$ cat src/rtl/divax_pkg.sv
// Shared constants and FSM state type for the divax signed saturating divider.
// The saturation limits match those used by multax.
package divax_pkg;

  localparam logic [31:0] POS_MAX = 32'h7FFF_FFFF;
  localparam logic [31:0] NEG_MAX = 32'h8000_0000;
  localparam int unsigned ITER    = 32;

  typedef enum logic [1:0] {
    StIdle = 2'd0,
    StCalc = 2'd1,
    StDone = 2'd2
  } divax_state_e;

endpackage

$ cat src/rtl/divax_if.sv
// Operand and result handshake bundle for divax.
// The slave side is the divider; the master side is its operand source and result consumer.
interface divax_if;

  logic        in_valid;
  logic        in_ready;
  logic [15:0] a;
  logic [31:0] x_in;
  logic        out_valid;
  logic        out_ready;
  logic [31:0] x_out;
  logic [15:0] r_out;
  logic        sat;
  logic        div_zero;

  modport slave (
    input  in_valid, a, x_in, out_ready,
    output in_ready, out_valid, x_out, r_out, sat, div_zero
  );

  modport master (
    output in_valid, a, x_in, out_ready,
    input  in_ready, out_valid, x_out, r_out, sat, div_zero
  );

endinterface

$ cat src/rtl/divax_step.sv
// One combinational radix-2 restoring division step on unsigned magnitudes.
module divax_step (
  input  logic [16:0] rem,
  input  logic        dvd_bit,
  input  logic [15:0] divisor,
  output logic [16:0] rem_next,
  output logic        q_bit
);

  logic [17:0] shifted;
  logic [16:0] diff;

  always_comb begin
    shifted  = {rem, dvd_bit};
    q_bit    = (shifted >= {2'b00, divisor});
    // Only used when q_bit is set; then shifted < 2*divisor, so 17 bits hold the result.
    diff     = shifted[16:0] - {1'b0, divisor};
    rem_next = q_bit ? diff : shifted[16:0];
  end

endmodule

$ cat src/rtl/divax.sv
// Sequential signed divider: x_in / a truncated toward zero with remainder, one quotient
// bit per cycle, saturating on divide-by-zero and on -2^31 / -1.
module divax
  import divax_pkg::*;
(
  input  logic    clk,
  input  logic    rst_n,
  divax_if.slave  bus
);

  divax_state_e state_q, state_d;

  logic [4:0]  cnt_q;
  logic [31:0] dvd_q;      // dividend magnitude shifting out, quotient bits shifting in
  logic [16:0] rem_q;
  logic [15:0] div_mag_q;
  logic        neg_quo_q;
  logic        neg_rem_q;
  logic [31:0] x_out_q;
  logic [15:0] r_out_q;
  logic        sat_q;
  logic        div_zero_q;

  logic [31:0] x_mag;
  logic [15:0] a_mag;
  logic        is_zero;
  logic        is_ovf;
  logic        special;
  logic [16:0] rem_next;
  logic        q_bit;
  logic [31:0] q_mag;

  // Unsigned magnitudes: -2^31 and -2^15 map exactly to 2^31 and 2^15.
  always_comb begin
    x_mag   = bus.x_in[31] ? (~bus.x_in + 32'd1) : bus.x_in;
    a_mag   = bus.a[15] ? (~bus.a + 16'd1) : bus.a;
    is_zero = (bus.a == 16'h0000);
    is_ovf  = (bus.x_in == NEG_MAX) && (bus.a == 16'hFFFF);
    special = is_zero || is_ovf;
    q_mag   = {dvd_q[30:0], q_bit};
  end

  divax_step u_step (
    .rem      (rem_q),
    .dvd_bit  (dvd_q[31]),
    .divisor  (div_mag_q),
    .rem_next (rem_next),
    .q_bit    (q_bit)
  );

  always_comb begin
    state_d = state_q;
    unique case (state_q)
      StIdle: if (bus.in_valid) state_d = special ? StDone : StCalc;
      StCalc: if (cnt_q == 5'(ITER - 1)) state_d = StDone;
      StDone: if (bus.out_ready) state_d = StIdle;
      default: state_d = StIdle;
    endcase
  end

  always_ff @(posedge clk or negedge rst_n) begin
    if (!rst_n) begin
      state_q <= StIdle;
    end else begin
      state_q <= state_d;
    end
  end

  always_ff @(posedge clk or negedge rst_n) begin
    if (!rst_n) begin
      cnt_q      <= '0;
      dvd_q      <= '0;
      rem_q      <= '0;
      div_mag_q  <= '0;
      neg_quo_q  <= 1'b0;
      neg_rem_q  <= 1'b0;
      x_out_q    <= '0;
      r_out_q    <= '0;
      sat_q      <= 1'b0;
      div_zero_q <= 1'b0;
    end else begin
      unique case (state_q)
        StIdle: begin
          if (bus.in_valid) begin
            if (is_zero) begin
              x_out_q    <= bus.x_in[31] ? NEG_MAX : POS_MAX;
              r_out_q    <= '0;
              sat_q      <= 1'b1;
              div_zero_q <= 1'b1;
            end else if (is_ovf) begin
              x_out_q    <= POS_MAX;
              r_out_q    <= '0;
              sat_q      <= 1'b1;
              div_zero_q <= 1'b0;
            end else begin
              cnt_q     <= '0;
              dvd_q     <= x_mag;
              rem_q     <= '0;
              div_mag_q <= a_mag;
              neg_quo_q <= bus.x_in[31] ^ bus.a[15];
              neg_rem_q <= bus.x_in[31];
            end
          end
        end
        StCalc: begin
          cnt_q <= cnt_q + 5'd1;
          dvd_q <= q_mag;
          rem_q <= rem_next;
          if (cnt_q == 5'(ITER - 1)) begin
            x_out_q    <= neg_quo_q ? (~q_mag + 32'd1) : q_mag;
            r_out_q    <= neg_rem_q ? (~rem_next[15:0] + 16'd1) : rem_next[15:0];
            sat_q      <= 1'b0;
            div_zero_q <= 1'b0;
          end
        end
        default: ;
      endcase
    end
  end

  assign bus.in_ready  = (state_q == StIdle);
  assign bus.out_valid = (state_q == StDone);
  assign bus.x_out     = x_out_q;
  assign bus.r_out     = r_out_q;
  assign bus.sat       = sat_q;
  assign bus.div_zero  = div_zero_q;

endmodule

$ cat src/flat_wrapper.sv
// flat-port wrapper written by rule: the top's interface ports become plain ports
module divax_flat import divax_pkg::*;
  (clk, rst_n, bus_in_valid, bus_a, bus_x_in, bus_out_ready, bus_in_ready, bus_out_valid, bus_x_out, bus_r_out, bus_sat, bus_div_zero);
  divax_if bus_i ();
  input  logic clk;
  input  logic rst_n;
  input wire logic [$bits(bus_i.in_valid)-1:0] bus_in_valid;
  input wire logic [$bits(bus_i.a)-1:0] bus_a;
  input wire logic [$bits(bus_i.x_in)-1:0] bus_x_in;
  input wire logic [$bits(bus_i.out_ready)-1:0] bus_out_ready;
  output wire logic [$bits(bus_i.in_ready)-1:0] bus_in_ready;
  output wire logic [$bits(bus_i.out_valid)-1:0] bus_out_valid;
  output wire logic [$bits(bus_i.x_out)-1:0] bus_x_out;
  output wire logic [$bits(bus_i.r_out)-1:0] bus_r_out;
  output wire logic [$bits(bus_i.sat)-1:0] bus_sat;
  output wire logic [$bits(bus_i.div_zero)-1:0] bus_div_zero;
  assign bus_i.in_valid = bus_in_valid;
  assign bus_i.a = bus_a;
  assign bus_i.x_in = bus_x_in;
  assign bus_i.out_ready = bus_out_ready;
  assign bus_in_ready = bus_i.in_ready;
  assign bus_out_valid = bus_i.out_valid;
  assign bus_x_out = bus_i.x_out;
  assign bus_r_out = bus_i.r_out;
  assign bus_sat = bus_i.sat;
  assign bus_div_zero = bus_i.div_zero;
  divax u_core (.clk(clk), .rst_n(rst_n), .bus(bus_i));
endmodule
$ cat config.mk
export PLATFORM = sky130hd
export DESIGN_NAME = divax_flat
export DESIGN_NICKNAME = d
export VERILOG_FILES = /design/src/rtl/divax_pkg.sv /design/src/rtl/divax_if.sv /design/src/rtl/divax_step.sv /design/src/rtl/divax.sv /design/src/flat_wrapper.sv
export SDC_FILE = /design/constraint.sdc
export NUM_CORES = 1
export LEC_CHECK = 0
export ABC_AREA = 1
export CORE_UTILIZATION = 25
export DETAILED_ROUTE_END_ITERATION = 16
export PLACE_DENSITY_LB_ADDON = 0.12
export REMOVE_ABC_BUFFERS = 1
export SKIP_CTS_REPAIR_TIMING = 1
export SLEW_MARGIN = 40
export SYNTH_ARGS = -nofsm -noshare
export SYNTH_HDL_FRONTEND = slang
export SYNTH_SLANG_ARGS = --single-unit
$ cat constraint.sdc
create_clock -name clk -period 6.75 [get_ports clk]
set_clock_uncertainty 0.2 [all_clocks]
set_input_delay 0.675 -clock clk [delete_from_list [all_inputs] [get_ports clk]]
set_output_delay 0.675 -clock clk [all_outputs]
set_load 0.1 [all_outputs]
==> impl_metrics.py <==
metrics = {
    "power": {
        "power_mw": 6.26,
        "p_leak_nw": 4.98,
        "p_per_area_nw_per_um2": 595,
        "ir_drop_mv": 0.337,
    },
    "yosys": {
        "synth-main-ff-cell": "dfrtp_1",
        "synth_top_cell_area_share_pct": 35.8,
        "yosys_warnings": 0,
        "ys_types": 48,
        "synth_edf_count": 0,
        "synthCells": 1256,
        "yosys.area.top_type": "dfrtp_1",
        "ys_async_sr_fraction_pct": 100,
        "synth_area_um2": 8660,
        "ys_seq_elements": 124,
        "yosysSeqAreaShare_pct": 35.8,
        "yosys-top-cells-area": "dfrtp_1, nand2_1, o21ai_0",
        "avgSynthCellArea_um2": 6.90,
    },
    "timing": {
        "hold_viol": 0,
        "grt_setup_unrepaired": "no",
        "slew_viol_final": 0,
        "post-route-period-util_pct": 65.6,
        "fmax_ghz": 0.226,
        "setup_tns_ns": 0,
        "period_needed_ns": 4.43,
        "fin_ws_ns": 2.32,
        "fin_hold_ws_ns": 0.0762,
        "tightestPinTransition_ns": 0.728,
        "relSlewSlack_pct": 51.5,
        "setup_viol": 0,
    },
    "placed_design": {
        "port-buffer-count": 103,
        "dp.final_hpwl_um": 22300,
        "post-place-ws_ns": 1.93,
        "place.gp.congestion": 0.847,
    },
    "global_route": {
        "grt_pass1_vias": 8493,
        "met1_usage_pct": 25.5,
        "globalRouteMet3Util_pct": 2.66,
        "met2_usage_pct": 27.5,
        "grt_usage_pct": 17.7,
        "grt_pass1_wl_um": 48600,
        "grt_start_max_net_pins": 69,
        "antenna_found_initial": 0,
        "gr-total-overflow": 0,
        "busiest_layer": "met2",
    },
    "critical_path": {
        "worstPathMaxFanout": 25,
        "crit_slowest_cell": "fa_1",
        "worstPathCellList": "inv_1, ha_1, inv_1, fa_1, nand3_1, nand3_2, nand2_2, nand2_4, inv_2, ha_1, inv_1, nor3_2, nand3_1, nor2_1, nand2_1, nor2_1, nand3_1, o21ai_1, o21ai_0, xor2_1, nand3_1, nand3_1",
        "r2r_setup_slack_ns": 2.32,
        "crit_type": "register to register",
        "crit_arrival_ns": 4.52,
        "start_kind": "register",
        "crit_top_cell": "nand3_1",
        "worstPathRequired_ns": 6.84,
        "slowest_delay_ns": 0.45,
        "endpoint_kind": "register",
        "ff2ff_path_depth": 22,
    },
    "drt": {
        "antenna_left": 0,
        "drtIter0Drc": 577,
        "first_pass_iters": 5,
        "vias": 8383,
        "wire_per_inst_um": 16.8,
        "viasPerCell": 4.64,
        "wl_um": 30300,
        "drc": 0,
    },
    "cts": {
        "clk-insertion-delay-late_ns": 0.43,
        "clkTransAtPathRegs_ns": 0.06,
        "clockBufferDepth": 2,
        "htreeDepth": 4,
        "cts_tree": "yes",
        "cts_buffers": 17,
        "cts_sinks": 124,
        "cts_root_buf": "clkbuf_16",
    },
    "final_layout": {
        "nets": 1420,
        "drive_gt1_share_pct": 10.7,
        "area_growth_pct": 21.5,
        "antenna_cells": 0,
        "nFillCells": 3737,
        "utilization_pct": 31.2,
    },
    "floorplan": {
        "core-area_um2": 33800,
        "dieWidth_um": 188,
        "num_rows": 67,
        "start_util_pct": 25.6,
        "dieArea_um2": 35400,
        "die_h_um": 188,
        "ios": 104,
    },
    "flow_run": {
        "drv_cap": 0,
    },
    "worst_hold_path": {
        "hp-class": "input port to asynchronous set/reset pin",
    },
    "outcome": {
        "status": "finished clean",
    },
}
## report_power, final
part | internal (mW) | switching (mW) | leakage (nW) | total, mW
clock network | 0.632 | 0.390 | 0.304 | 1.02
registers | 1.04 | 0.265 | 1.53 | 1.30
logic | 1.06 | 2.88 | 3.15 | 3.94
## cells in the final DEF (no fill, tap or decap), types with 3 or more instances in the layout
cell type and count:
clkdlybuf4s50_1 50, nor2_2 7, or2_2 6, nand3_2 5
inv_2 7, nand3_1 80, nand2_1 334, bufinv_16 4
nor2_4 5, nand2_4 3, nand4_1 21, o31ai_1 3
inv_1 146, a32o_1 5, a31oi_1 12, ha_1 23
o22ai_1 10, nor4_1 7, o21ai_1 12, clkbuf_16 17
nand2_2 12, nor3_1 26, buf_4 8, o211ai_1 5
clkinv_4 3, dfrtp_1 124, nor2_1 121, buf_2 52
xor2_1 44, a21oi_1 40, a22oi_1 10, xnor2_1 9
o21ai_0 111, clkinv_1 3
## sequential cells by signal, summed over array words and instances, names as in the netlist
name                 flops
u_core.cnt_q             5
u_core.neg_rem_q         1
u_core.bus.r_out        16
u_core.div_mag_q        16
u_core.dvd_q            32
u_core.bus.div_zero      1
u_core.state_q           2
u_core.bus.sat           1
u_core.rem_q            17
u_core.bus.x_out        32
u_core.neg_quo_q         1
## kinds of logic after synthesis
group | share of synthesized area (%)
adders and majority gates | 3.55
AOI/OAI and AO/OA | 14.2
and+or+nand+nor | 32.1
xor gates and xnor gates | 5.36
DFF | 35.8
buffers and inverters | 8.94
## critical path: cells and delay by family, from the launching register on
kind | cells | cell delay [ns]
flip-flops | 1 | 0.36
XOR/XNOR | 1 | 0.17
buffers and inverters | 4 | 0.43
adder cells (fa/ha/maj) | 3 | 0.79
AND/OR/NAND/NOR | 12 | 1.92
AO/OA/AOI/OAI | 2 | 0.42
## final timing paths
kind / startpoint / to
min in group clk: u_core.bus.r_out[14] / u_core.bus.r_out[14]
max: u_core.dvd_q[31] / u_core.bus.x_out[30]
min: rst_n / u_core.div_mag_q[1]
min reg2reg: u_core.bus.r_out[14] / u_core.bus.r_out[14]
max in group asynchronous: rst_n / u_core.rem_q[11]
max reg2reg: u_core.dvd_q[31] / u_core.bus.x_out[30]
## per-layer routing
metal | routed length, um | vias to the layer above
met1 | 15300 | 3931
met2 | 13300 | 154
met5 | 0 | -
li1 | - | 4274
met4 | 443 | 0
met3 | 1230 | 24
## cell type report
cell class / instances / area [um^2] / area share [%]
multi-input cells: 933 / 4800 / 45.6
flip-flops and latches: 124 / 3100 / 29.5
repair buffers: 112 / 843 / 8.01
inverters: 156 / 586 / 5.56
well taps: 448 / 561 / 5.32
clock buffers: 19 / 443 / 4.21
clock inverters: 13 / 189 / 1.79
## per-stage QoR
stage	instance area, um^2	std cells
after floorplan	8470	1213
after global placement	10100	1773
after detailed placement	9890	1773
after CTS	10500	1805
after global routing	10500	1805
final	10500	1805
## Yosys cell counts, drive strengths merged (8+ instances only)
cell type	n
a31oi	12
nand3	86
a22oi	10
xor2	44
o22ai	10
nor2	133
inv	153
nand2	349
clkbuf	28
nor3	28
nor4	8
dfrtp	124
a21oi	41
buf	15
nand4	21
xnor2	9
ha	23
o21ai	125
(Power assumes the default switching activity.)
